File: config.mk
export PLATFORM = sky130hd
export DESIGN_NAME = decode_queue
export DESIGN_NICKNAME = d
export VERILOG_FILES = /design/src/rtl/decode_queue.sv
export SDC_FILE = /design/constraint.sdc
export NUM_CORES = 1
export LEC_CHECK = 0
export ABC_AREA = 0
export BUFFER_PORTS_ARGS = -buffer_cell sky130_fd_sc_hd__buf_4
export CORE_MARGIN = 2
export CORE_UTILIZATION = 60
export CTS_CLUSTER_DIAMETER = 120
export DETAILED_ROUTE_END_ITERATION = 10
export PLACE_DENSITY_LB_ADDON = 0.25
export RECOVER_POWER = 100
export SYNTH_ARGS = -nofsm -noshare
export SYNTH_HDL_FRONTEND = slang
export SYNTH_SLANG_ARGS = --single-unit
File: constraint.sdc
create_clock -name clk -period 10.21 [get_ports clk]
set_clock_uncertainty 0.15 [all_clocks]
set_input_delay 3.063 -clock clk [delete_from_list [all_inputs] [get_ports clk]]
set_output_delay 3.063 -clock clk [all_outputs]
set_load 0.02 [all_outputs]
File: src/rtl/decode_queue.sv
// Instruction decode stage: combinational RV32I-style decode feeding a small
// circular queue of decoded records, with valid/ready on both sides and flush.

module ALUdecoder (
    input  logic [1:0] alu_op_i,
    input  logic [2:0] funct3_i,
    input  logic       funct7b5_i,
    output logic [3:0] alu_control_o
);
    // alu_op: 00 add, 01 branch compare, 10 register op, 11 no ALU use
    always_comb begin
        alu_control_o = 4'b1111;
        case (alu_op_i)
            2'b00: alu_control_o = 4'b0000;
            2'b01: begin
                case (funct3_i[2:1])
                    2'b10:   alu_control_o = 4'b0011;
                    2'b11:   alu_control_o = 4'b0100;
                    default: alu_control_o = 4'b0001;
                endcase
            end
            2'b10: begin
                case (funct3_i)
                    3'b000:  alu_control_o = funct7b5_i ? 4'b0001 : 4'b0000;
                    3'b001:  alu_control_o = 4'b0010;
                    3'b010:  alu_control_o = 4'b0011;
                    3'b011:  alu_control_o = 4'b0100;
                    3'b100:  alu_control_o = 4'b0101;
                    3'b101:  alu_control_o = funct7b5_i ? 4'b0111 : 4'b0110;
                    3'b110:  alu_control_o = 4'b1000;
                    default: alu_control_o = 4'b1001;
                endcase
            end
            default: alu_control_o = 4'b1111;
        endcase
    end
endmodule

module decode_queue #(
    parameter int XLEN  = 32,
    parameter int DEPTH = 2
) (
    input  logic                       clk,
    input  logic                       reset_n,
    input  logic                       flush,
    input  logic                       in_valid,
    output logic                       in_ready,
    input  logic [31:0]                in_instr,
    input  logic [XLEN-1:0]            in_pc,
    output logic                       out_valid,
    input  logic                       out_ready,
    output logic [XLEN-1:0]            out_pc,
    output logic [31:0]                out_instr,
    output logic [6:0]                 out_opcode,
    output logic [4:0]                 out_rd,
    output logic [4:0]                 out_rs1,
    output logic [4:0]                 out_rs2,
    output logic [2:0]                 out_funct3,
    output logic [6:0]                 out_funct7,
    output logic [XLEN-1:0]            out_imm,
    output logic [3:0]                 out_alu_control,
    output logic                       out_illegal,
    output logic [$clog2(DEPTH+1)-1:0] count
);
    localparam int PTR_W = (DEPTH > 1) ? $clog2(DEPTH) : 1;
    localparam int CNT_W = $clog2(DEPTH + 1);

    localparam logic [6:0] OP_R     = 7'b0110011;
    localparam logic [6:0] OP_ILOG  = 7'b0010011;
    localparam logic [6:0] OP_LOAD  = 7'b0000011;
    localparam logic [6:0] OP_JALR  = 7'b1100111;
    localparam logic [6:0] OP_S     = 7'b0100011;
    localparam logic [6:0] OP_B     = 7'b1100011;
    localparam logic [6:0] OP_J     = 7'b1101111;
    localparam logic [6:0] OP_AUIPC = 7'b0010111;
    localparam logic [6:0] OP_LUI   = 7'b0110111;
    localparam logic [6:0] OP_FENCE = 7'b0001111;

    typedef struct packed {
        logic [31:0]     instr;
        logic [XLEN-1:0] pc;
        logic [6:0]      opcode;
        logic [4:0]      rd;
        logic [4:0]      rs1;
        logic [4:0]      rs2;
        logic [2:0]      funct3;
        logic [6:0]      funct7;
        logic [XLEN-1:0] imm;
        logic [3:0]      alu_control;
        logic            illegal;
    } rec_t;

    logic [6:0]  opc;
    logic [31:0] imm32;
    logic [1:0]  alu_op;
    logic [3:0]  alu_ctrl;
    logic        illegal;
    rec_t        dec_rec;

    assign opc = in_instr[6:0];

    ALUdecoder u_alu_dec (
        .alu_op_i      (alu_op),
        .funct3_i      (in_instr[14:12]),
        .funct7b5_i    (in_instr[30]),
        .alu_control_o (alu_ctrl)
    );

    always_comb begin
        dec_rec        = '0;
        imm32          = '0;
        alu_op         = 2'b11;
        illegal        = 1'b0;
        dec_rec.instr  = in_instr;
        dec_rec.pc     = in_pc;
        dec_rec.opcode = opc;
        case (opc)
            OP_R: begin
                dec_rec.rd     = in_instr[11:7];
                dec_rec.rs1    = in_instr[19:15];
                dec_rec.rs2    = in_instr[24:20];
                dec_rec.funct3 = in_instr[14:12];
                dec_rec.funct7 = in_instr[31:25];
                alu_op         = 2'b10;
                illegal        = (in_instr[31:25] != 7'b0000000) && (in_instr[31:25] != 7'b0100000);
            end
            OP_ILOG, OP_LOAD, OP_JALR: begin
                dec_rec.rd  = in_instr[11:7];
                dec_rec.rs1 = in_instr[19:15];
                imm32       = {{20{in_instr[31]}}, in_instr[31:20]};
                if (opc != OP_JALR) dec_rec.funct3 = in_instr[14:12];
                if (opc == OP_ILOG) dec_rec.funct7 = in_instr[31:25];
                if (opc != OP_ILOG) alu_op = 2'b00;
                illegal = (opc == OP_JALR) && (in_instr[14:12] != 3'b000);
            end
            OP_S: begin
                dec_rec.rs1    = in_instr[19:15];
                dec_rec.rs2    = in_instr[24:20];
                dec_rec.funct3 = in_instr[14:12];
                imm32          = {{20{in_instr[31]}}, in_instr[31:25], in_instr[11:7]};
                alu_op         = 2'b00;
            end
            OP_B: begin
                dec_rec.rs1    = in_instr[19:15];
                dec_rec.rs2    = in_instr[24:20];
                dec_rec.funct3 = in_instr[14:12];
                imm32          = {{19{in_instr[31]}}, in_instr[31], in_instr[7],
                                  in_instr[30:25], in_instr[11:8], 1'b0};
                alu_op         = 2'b01;
                illegal        = (in_instr[14:13] == 2'b01);
            end
            OP_J: begin
                dec_rec.rd = in_instr[11:7];
                imm32      = {{11{in_instr[31]}}, in_instr[31], in_instr[19:12],
                              in_instr[20], in_instr[30:21], 1'b0};
            end
            OP_AUIPC, OP_LUI: begin
                dec_rec.rd = in_instr[11:7];
                imm32      = {in_instr[31:12], 12'b0};
                alu_op     = 2'b00;
            end
            OP_FENCE: ;
            default: illegal = 1'b1;
        endcase
        if (in_instr[1:0] != 2'b11) illegal = 1'b1;
        dec_rec.imm         = XLEN'($signed(imm32));
        dec_rec.alu_control = alu_ctrl;
        // Illegal records keep only pc and raw instruction so execute can trap.
        if (illegal) begin
            dec_rec             = '0;
            dec_rec.instr       = in_instr;
            dec_rec.pc          = in_pc;
            dec_rec.illegal     = 1'b1;
        end
    end

    rec_t             mem_q [DEPTH];
    logic [PTR_W-1:0] wr_ptr_q, wr_ptr_d;
    logic [PTR_W-1:0] rd_ptr_q, rd_ptr_d;
    logic [CNT_W-1:0] count_q, count_d;
    logic             push, pop;
    rec_t             head;

    function automatic logic [PTR_W-1:0] ptr_inc(input logic [PTR_W-1:0] p);
        if (DEPTH == 1) return '0;
        return PTR_W'(p + 1'b1);
    endfunction

    assign in_ready  = (count_q < CNT_W'(DEPTH));
    assign out_valid = (count_q != '0);
    assign push      = in_valid & in_ready & ~flush;
    assign pop       = out_valid & out_ready & ~flush;

    always_comb begin
        wr_ptr_d = wr_ptr_q;
        rd_ptr_d = rd_ptr_q;
        count_d  = count_q;
        if (flush) begin
            count_d  = '0;
            rd_ptr_d = wr_ptr_q;
        end else begin
            if (push) wr_ptr_d = ptr_inc(wr_ptr_q);
            if (pop)  rd_ptr_d = ptr_inc(rd_ptr_q);
            count_d = count_q + CNT_W'(push) - CNT_W'(pop);
        end
    end

    always_ff @(posedge clk or negedge reset_n) begin
        if (!reset_n) begin
            wr_ptr_q <= '0;
            rd_ptr_q <= '0;
            count_q  <= '0;
        end else begin
            wr_ptr_q <= wr_ptr_d;
            rd_ptr_q <= rd_ptr_d;
            count_q  <= count_d;
        end
    end

    always_ff @(posedge clk) begin
        if (push) mem_q[wr_ptr_q] <= dec_rec;
    end

    // Empty queue (including straight after reset) presents an all-zero record.
    assign head = out_valid ? mem_q[rd_ptr_q] : '0;

    assign count           = count_q;
    assign out_pc          = head.pc;
    assign out_instr       = head.instr;
    assign out_opcode      = head.opcode;
    assign out_rd          = head.rd;
    assign out_rs1         = head.rs1;
    assign out_rs2         = head.rs2;
    assign out_funct3      = head.funct3;
    assign out_funct7      = head.funct7;
    assign out_imm         = head.imm;
    assign out_alu_control = head.alu_control;
    assign out_illegal     = head.illegal;
endmodule

After elaboration in Yosys (flattened, before gate mapping). Memories as Yosys holds them, arrays and structs flattened. Index checks and enable logic that the tools add are counted.

Flip-flop bits (word level): 4. Bits in latches: 0. Memory bits (writable): 266. ROM bits: 0. Output and inout bits: 137. Word-level logic and storage cells: 79. Memories kept: 1.

Add/sub/neg operators: 4. Multipliers: 0. Div/mod/pow operators: 0. Magnitude comparators: 1. Equality and inequality tests: 25. Shifts and indexed selects: 0. Muxes and demuxes: 24. Bitwise gates (word level): 5. Reductions and logical operators: 16.

Memories: mem_q (words 2, bits a word 133, rd ports 1, clocked after Yosys merged registers in 0, write ports 1, line 177) `rec_t mem_q [DEPTH];`.

Operator list (number): 32-bit one-hot mux with 5 select lines (1); 133-bit 2-to-1 mux (1); 69-bit 2-to-1 mux (1); 4-bit one-hot mux with 7 select lines (1); 7-bit by 6-bit equality test with 1-bit output (second input constant) (3); 7-bit equality test (second input constant) (3); 5-bit 2-to-1 mux (3); 7-bit by 5-bit equality test with 1-bit output (second input constant) (2); 7-bit one-hot mux with 2 select lines (1); 3-bit one-hot mux with 2 select lines (2); 4-bit one-hot mux with 3 select lines (1); 3-bit equality test (second input constant) (3); 3-bit OR reduction (3); 2-bit one-hot mux with 4 select lines (1); 7-bit by 2-bit equality test with 1-bit output (second input constant) (1); 7-bit by 4-bit equality test with 1-bit output (second input constant) (1); 1-bit 2-to-1 mux (7); 7-bit 2-to-1 mux (1); 7-bit by 5-bit inequality test with 1-bit output (second input constant) (1); 7-bit by 6-bit inequality test with 1-bit output (second input constant) (1); 7-bit inequality test (second input constant) (1); 7-bit nonzero test (1); 7-bit OR reduction (1); 2-bit equality test (second input constant) (3); 22 further kinds (31).

Logic depth before layout (Yosys ltp). Gate-level depths: netlist of run 1.

Depth in word-level cells: 6. Depth in mapped cells: 9.

Cells and area by module. Synthesis of run 1 repeated with hierarchy kept, for this count alone.

Cell total of the unflattened synthesis: 796. Area, all modules: 11516.0 µm².

Modules (own cells, without submodules): decode_queue (times used 1, cells an instance 778, area each 11412.2 µm²); ALUdecoder (times used 1, cells an instance 18, area each 103.8 µm²).

Least setup slack after synthesis of run 1. OpenSTA, ideal clock, no wires.

Path kind: input to register. From: input port flush. To: memory mem_q[0][0] in the netlist's numbering (enable). Library setup time: 0.627 ns. Arrival: 8.816 ns. Data required time: 9.433 ns. Slack: 0.617 ns. Stages on the path: 3. Cells stage by stage: nor2_1 nand2_1 nor2_1.

Cells in the longest elaborated chain, start to end: 4.

RTL lines: start: declaration (line 45) `input logic flush,`; 1-bit inverter (no source line); 1-bit AND (line 191) `assign push = in_valid & in_ready & ~flush;`; 1-bit 2-to-1 mux (line 221) `if (push) mem_q[wr_ptr_q] <= dec_rec;`; 1-bit 2-to-1 mux (implied by the code) (line 221); end: declaration (line 177).

No other way between the ends.

Worst setup path in the final report of run 1.
From: register rd_ptr_q. To: output port out_imm[0].

Cells in the longest elaborated chain, start to end: 2.

RTL lines: start: declaration (line 179) `logic [PTR_W-1:0] rd_ptr_q, rd_ptr_d;`; start signal: assignment (line 215) `rd_ptr_q <= rd_ptr_d;`; memory read 2 x 133 bit; 133-bit 2-to-1 mux (line 225) `assign head = out_valid ? mem_q[rd_ptr_q] : '0;`; end: declaration (line 60) `output logic [XLEN-1:0] out_imm,`.

No other way between the ends.

==> flow_summary_export.csv, run 1 <==
group,metric,value,unit
outcome,status,"complete, but fails checks",
outcome,violations,"capacitance limit, slew limit",
clocking,clkTransAtPathRegs,0.06,ns
synth,ys_seq_elements,270,
routing,drtAntennaViolNets,0,
critical_path,critPathMaxFanout,57,
sta,slew_violations,355,
placement,gp_congestion,0.875,
critical_path,worstPathCellList,"buf_4, mux2i_1, nor2_1, clkbuf_1",
clocking,ctsHoldBuffers,0,
floorplanning,rows,50,
critical_path,critPathLaunch,"rd_ptr_q",
clocking,cts-resized-gates,0,
synth,yosysSeqAreaShare,69.5,%
pwr,ir_drop,0.166,mV
grt,grt_pass1_vias,7191,
pwr,power_density,241,mW/mm2
synth,yosysWarnings,0,
clocking,cts_setup_buffers,0,
critical_path,crit_end,"out_imm[0]",
synth,netlist_area,0.0116,mm2
routing,vias,7295,
finish,final_common_cell,"edfxtp_1",
synth,postSynthAreaPerCell,14.3,um2
routing,drt_first_pass_iters,5,
routing,drt-total-wl,25100,um
routing,routedWlPerCell,19.6,um
clocking,cts_tree,"yes",
sta,relSlewSlack,-190,%
floorplanning,design.die.area,0.0205,mm2
critical_path,path_buf_inv,2,
finish,drive_gt1_share,9.31,%
sta,min_period_over_period,76.0,%
grt,grt_overflow,0,
critical_path,worstRegToRegCells,3,
synth,synth_ff_type,"edfxtp_1",
synth,async_reset_ff_share,1.48,%
grt,antenna_found_initial,0,
critical_path,path_depth,4,
sta,fin_crit,7.76,ns
sta,fmaxAchievable,129,MHz
clocking,insertion_delay,0.51,ns
finish,syn_to_final_growth,15.9,%
grt,grt_pass1_wl,37800,um
finish,final_nets,1072,
sta,setup_violations,0,
pwr,p_leak,4.64,nW
clocking,cts_buffer_depth,3,
floorplanning,chipHeight,143,um
run,max_cap_viol_count,7,
clocking,ctsRootBufferMaster,"clkbuf_16",
critical_path,endpoint_kind,"primary output",
synth,synth_edf_count,266,
placement,portBuffers,205,
routing,drt-initial-drc-count,459,
critical_path,path_class,"reg -> out",
sta,finalSetupTns,0,ns
critical_path,cpMaxStageDelayCell,"dfrtp_1",
grt,grt_use_total,23.8,%
critical_path,reg2reg_from,"count[1]",
min_path,min_path_type,"reg -> reg",
finish,final_cell_mix,"edfxtp_1, clkbuf_1, nor2_1",
floorplanning,core_area,0.0189,mm2
critical_path,cpPeakStageDelay,2.46,ns
synth,ys_types,55,
sta,hold_violations,0,
floorplanning,die_w,143,um
sta,tightestPinTransition,4.35,ns
routing,vias_per_cell,5.70,
synth,syn_inst,813,
critical_path,crit_arrival,4.55,ns
floorplanning,start_util,61.6,%
critical_path,reg2reg_slack,5.30,ns
critical_path,path_delay_family,"flip-flops",
synth,synth_nets,884,
grt,grt_max_degree,96,
critical_path,cp.required,7.00,ns
finish,num_antenna_cells,0,
clocking,numCtsBuffers,27,
sta,rsz0062_at_grt,"no",
clocking,cts_num_sinks,270,
clocking,htree_num_levels,1,
placement,hpwlAfterDp,15900,um
finish,fin_util,71.4,%
routing,drc,0,
critical_path,r2r_end,"mem_q[1][118]",
floorplanning,io_pins,206,
critical_path,cp-start-kind,"register",
-- power breakdown --
| group | switching [mW] | total [mW] | internal (mW) | leakage (nW) |
|---|---|---|---|---|
| registers | 0.0794 | 1.43 | 1.35 | 2.60 |
| clock network | 0.382 | 0.964 | 0.582 | 0.416 |
| logic | 0.561 | 0.860 | 0.299 | 1.62 |
| total | 1.02 | 3.26 | 2.23 | 4.64 |
-- cells by family after synthesis --
group / share of synthesized area (%)
mux: 11.5
buf+inv: 2.58
simple gates: 10.7
xor+xnor: 0.376
flops: 69.5
fa+ha+maj: 0.215
compound gates: 5.11
-- cell type report --
class / count / area (um2)
Sequential cell: 270 / 8090
Inverter: 9 / 33.8
Fill cell: 1408 / 5400
Clock buffer: 31 / 691
Timing Repair Buffer: 216 / 992
Multi-Input combinational cell: 477 / 3180
Clock inverter: 17 / 179
Tap cell: 260 / 325
-- synthesized netlist by cell type, types with 6 or more instances --
master	instances	area share (%)
nor3_1	28	1.2
nand2_1	47	1.5
a2111oi_1	10	0.86
nor3b_1	6	0.39
clkbuf_1	24	0.77
nor2_1	144	4.6
a2111oi_2	12	1.5
a21oi_1	8	0.34
nor4_1	9	0.48
buf_1	7	0.23
nand2b_1	7	0.38
o21ai_0	6	0.26
buf_2	21	0.90
edfxtp_1	266	69
mux2i_1	133	11
inv_1	8	0.26
and2_1	6	0.32
a211oi_1	6	0.39
-- worst min-delay path by stage --
stage / slack, ns / depth (start not counted) / endpoint / from
after global routing: 0.41 / 1 / wr_ptr_q / wr_ptr_q
after floorplan: 0.33 / 1 / wr_ptr_q / wr_ptr_q
final: 0.37 / 1 / wr_ptr_q / wr_ptr_q
after detailed placement: 0.42 / 1 / wr_ptr_q / wr_ptr_q
after CTS: 0.43 / 1 / wr_ptr_q / wr_ptr_q
after global placement: 0.40 / 1 / wr_ptr_q / wr_ptr_q
-- per-stage QoR --
step / setup slack (ns) / power, mW / hold slack (ns) / area [um2] / cells
after floorplan: 0.617 / 2.06 / 0.331 / 11600 / 813
after global placement: 4.54 / 2.39 / 0.404 / 13400 / 1232
after detailed placement: 4.53 / 2.40 / 0.424 / 13400 / 1232
after CTS: 3.97 / 3.36 / 0.433 / 14200 / 1280
after global routing: 2.19 / 3.40 / 0.413 / 13500 / 1280
final: 2.45 / 3.26 / 0.372 / 13500 / 1280
-- flip-flops by register name, summed over array words and instances, names as in the netlist --
| signal | cells |
|---|---|
| count | 2 |
| mem_q | 266 |
| rd_ptr_q | 1 |
| wr_ptr_q | 1 |
-- routing by layer --
metal	up-vias	global-route usage (%)	part of all wire (%)
met1	3532	32.6	41
met2	293	39.2	50
met4	0	7.33	2.5
met5	-	0	0
met3	48	4.47	7.0
li1	3422	-	-
No activity file was read; power rests on OpenSTA's default activity.
==> run 2, diff against run 1 <==
Settings changed: CORE_UTILIZATION 60 to 56.
Clock period 10.21 ns to 7.3 ns, I/O delays scaled along.
==> run 2 against run 1 <==
  * The flow still finishes with violations (capacitance limit, slew limit)
  * Hold slack better by 0.048 ns
  * Final area rose by 0.49%
  * Flip-flop and latch count stayed put
  * Sequential power grew 38%
  * Critical path depth stayed put
  * Power grew 41%
  * First-iteration DRC count rose by 13%
  * Global-route usage shrank 0.94 points
==> flow_summary_export.csv, run 2 (same netlist as run 1, synthesis figures left out) <==
group,metric,value,unit
floorplanning,die_w,148,um
sta,setup_violations,0,
sta,holdWs,0.421,ns
floorplanning,chipHeight,148,um
finish,num_antenna_cells,0,
floorplanning,io_pins,206,
clocking,ctsHoldBuffers,0,
critical_path,r2r_end,"mem_q[0][59]",
critical_path,endpoint_kind,"primary output",
clocking,cts_setup_buffers,0,
grt,grt_use_total,22.8,%
sta,tightestPinTransition,3.55,ns
finish,instances_no_fill,1293,
sta,slew_violations,239,
sta,min_period_over_period,81.8,%
finish,final_nets,1072,
finish,fin_util,66.8,%
clocking,cts_buffer_depth,3,
critical_path,path_class,"reg -> out",
finish,final_cell_mix,"edfxtp_1, clkbuf_1, nor2_1",
critical_path,critPathMaxFanout,35,
floorplanning,start_util,57.3,%
min_path,min_path_type,"reg -> reg",
finish,largest_reg_flops,266,
finish,top_register,"mem_q",
placement,gp_congestion,0.812,
routing,drt_first_pass_iters,6,
placement,portBuffers,205,
finish,fill_cells,1624,
placement,pre_cts_ws,2.53,ns
routing,vias_per_cell,5.68,
clocking,numCtsBuffers,28,
grt,antenna_found_initial,0,
clocking,cts_num_sinks,270,
critical_path,cp-start-kind,"register",
placement,hpwlAfterDp,15800,um
clocking,cts_tree,"yes",
finish,fin_area,0.0136,mm2
routing,drt-initial-drc-count,517,
sta,finalSetupTns,0,ns
clocking,htree_num_levels,1,
pwr,power,4.60,mW
floorplanning,design.die.area,0.0220,mm2
placement,placedCellCount,1241,
clocking,cts-resized-gates,0,
sta,fmaxAchievable,167,MHz
outcome,status,"complete, but fails checks",
floorplanning,core_area,0.0203,mm2
sta,relSlewSlack,-137,%
outcome,violations,"capacitance limit, slew limit",
routing,drtAntennaViolNets,0,
routing,vias,7349,
pwr,power_density,339,mW/mm2
grt,grt_pass1_wl,39500,um
pwr,p_leak,4.65,nW
clocking,clkTransAtPathRegs,0.06,ns
critical_path,crit_arrival,3.63,ns
critical_path,reg2reg_from,"count[1]",
finish,syn_to_final_growth,16.4,%
pwr,ir_drop,0.234,mV
critical_path,worstRegToRegCells,4,
grt,grt_overflow,0,
clocking,ctsRootBufferMaster,"clkbuf_16",
clocking,insertion_delay,0.53,ns
sta,finalWorstSetupSlack,1.33,ns
critical_path,reg2reg_slack,3.29,ns
routing,routedWlPerCell,19.9,um
critical_path,cp.required,4.96,ns
sta,rsz0062_at_grt,"no",
grt,grt_max_degree,134,
run,max_cap_viol_count,4,
routing,drc,0,
grt,grt_pass1_vias,7174,
min_path,hold_path_end,"wr_ptr_q",
placement,placed_area,0.0134,mm2
min_path,min_from,"wr_ptr_q",
floorplanning,rows,52,
sta,fin_crit,5.97,ns
sta,hold_violations,0,
finish,final_common_cell,"edfxtp_1",
min_path,holdPathStages,1,
finish,drive_gt1_share,9.58,%
routing,drt-total-wl,25800,um
[run 2: cell count changes in the layout (fill, tap and decap cells not counted), moves of 4 or more]
cell and delta:
clkinv_1 -5, clkbuf_1 +7, clkbuf_4 -7, clkinv_2 +4
[run 2: final cells by class]
class	count	area, um2	area share [%]
timing repair buffer	215	983	7.25
multi-input combinational	477	3190	23.6
clock inverter	16	189	1.39
clock buffer	36	731	5.39
inverter	9	33.8	0.249
sequential	270	8090	59.7
tap	270	338	2.49
[run 2: where the power goes]
part           switching, mW  internal (mW)  total (mW)  leakage, nW
Clock                  0.566          0.848        1.41        0.448
Combinational          0.813          0.396        1.21         1.60
Sequential            0.0856           1.89        1.98         2.60
Total                   1.46           3.13        4.60         4.65
[run 2: worst max-delay path, stage by stage (launching register included)]
cell and delay (ns):
dfrtp_1 1.68, buf_4 0.71, mux2i_1 0.40, nor2_1 0.08
clkbuf_1 0.20
[run 2: how the worst max path moves through the flow]
stage              endpoint   startpoint
2_1_floorplan   mem_q[0][0]        flush
3_3_place_gp   mem_q[0][33]  in_instr[3]
3_5_place_dp   mem_q[0][31]  in_instr[3]
4_1_cts         out_imm[11]     rd_ptr_q
5_1_grt         out_imm[11]     rd_ptr_q
6_report        out_imm[11]     rd_ptr_q
[run 2: layer usage]
metal / vias up / track usage [%] / wire, um
met2: 285 / 36.9 / 12400
met5: - / 0 / 0
met1: 3588 / 32.4 / 10800
met4: 0 / 6.48 / 760
li1: 3420 / - / -
met3: 56 / 3.96 / 1800
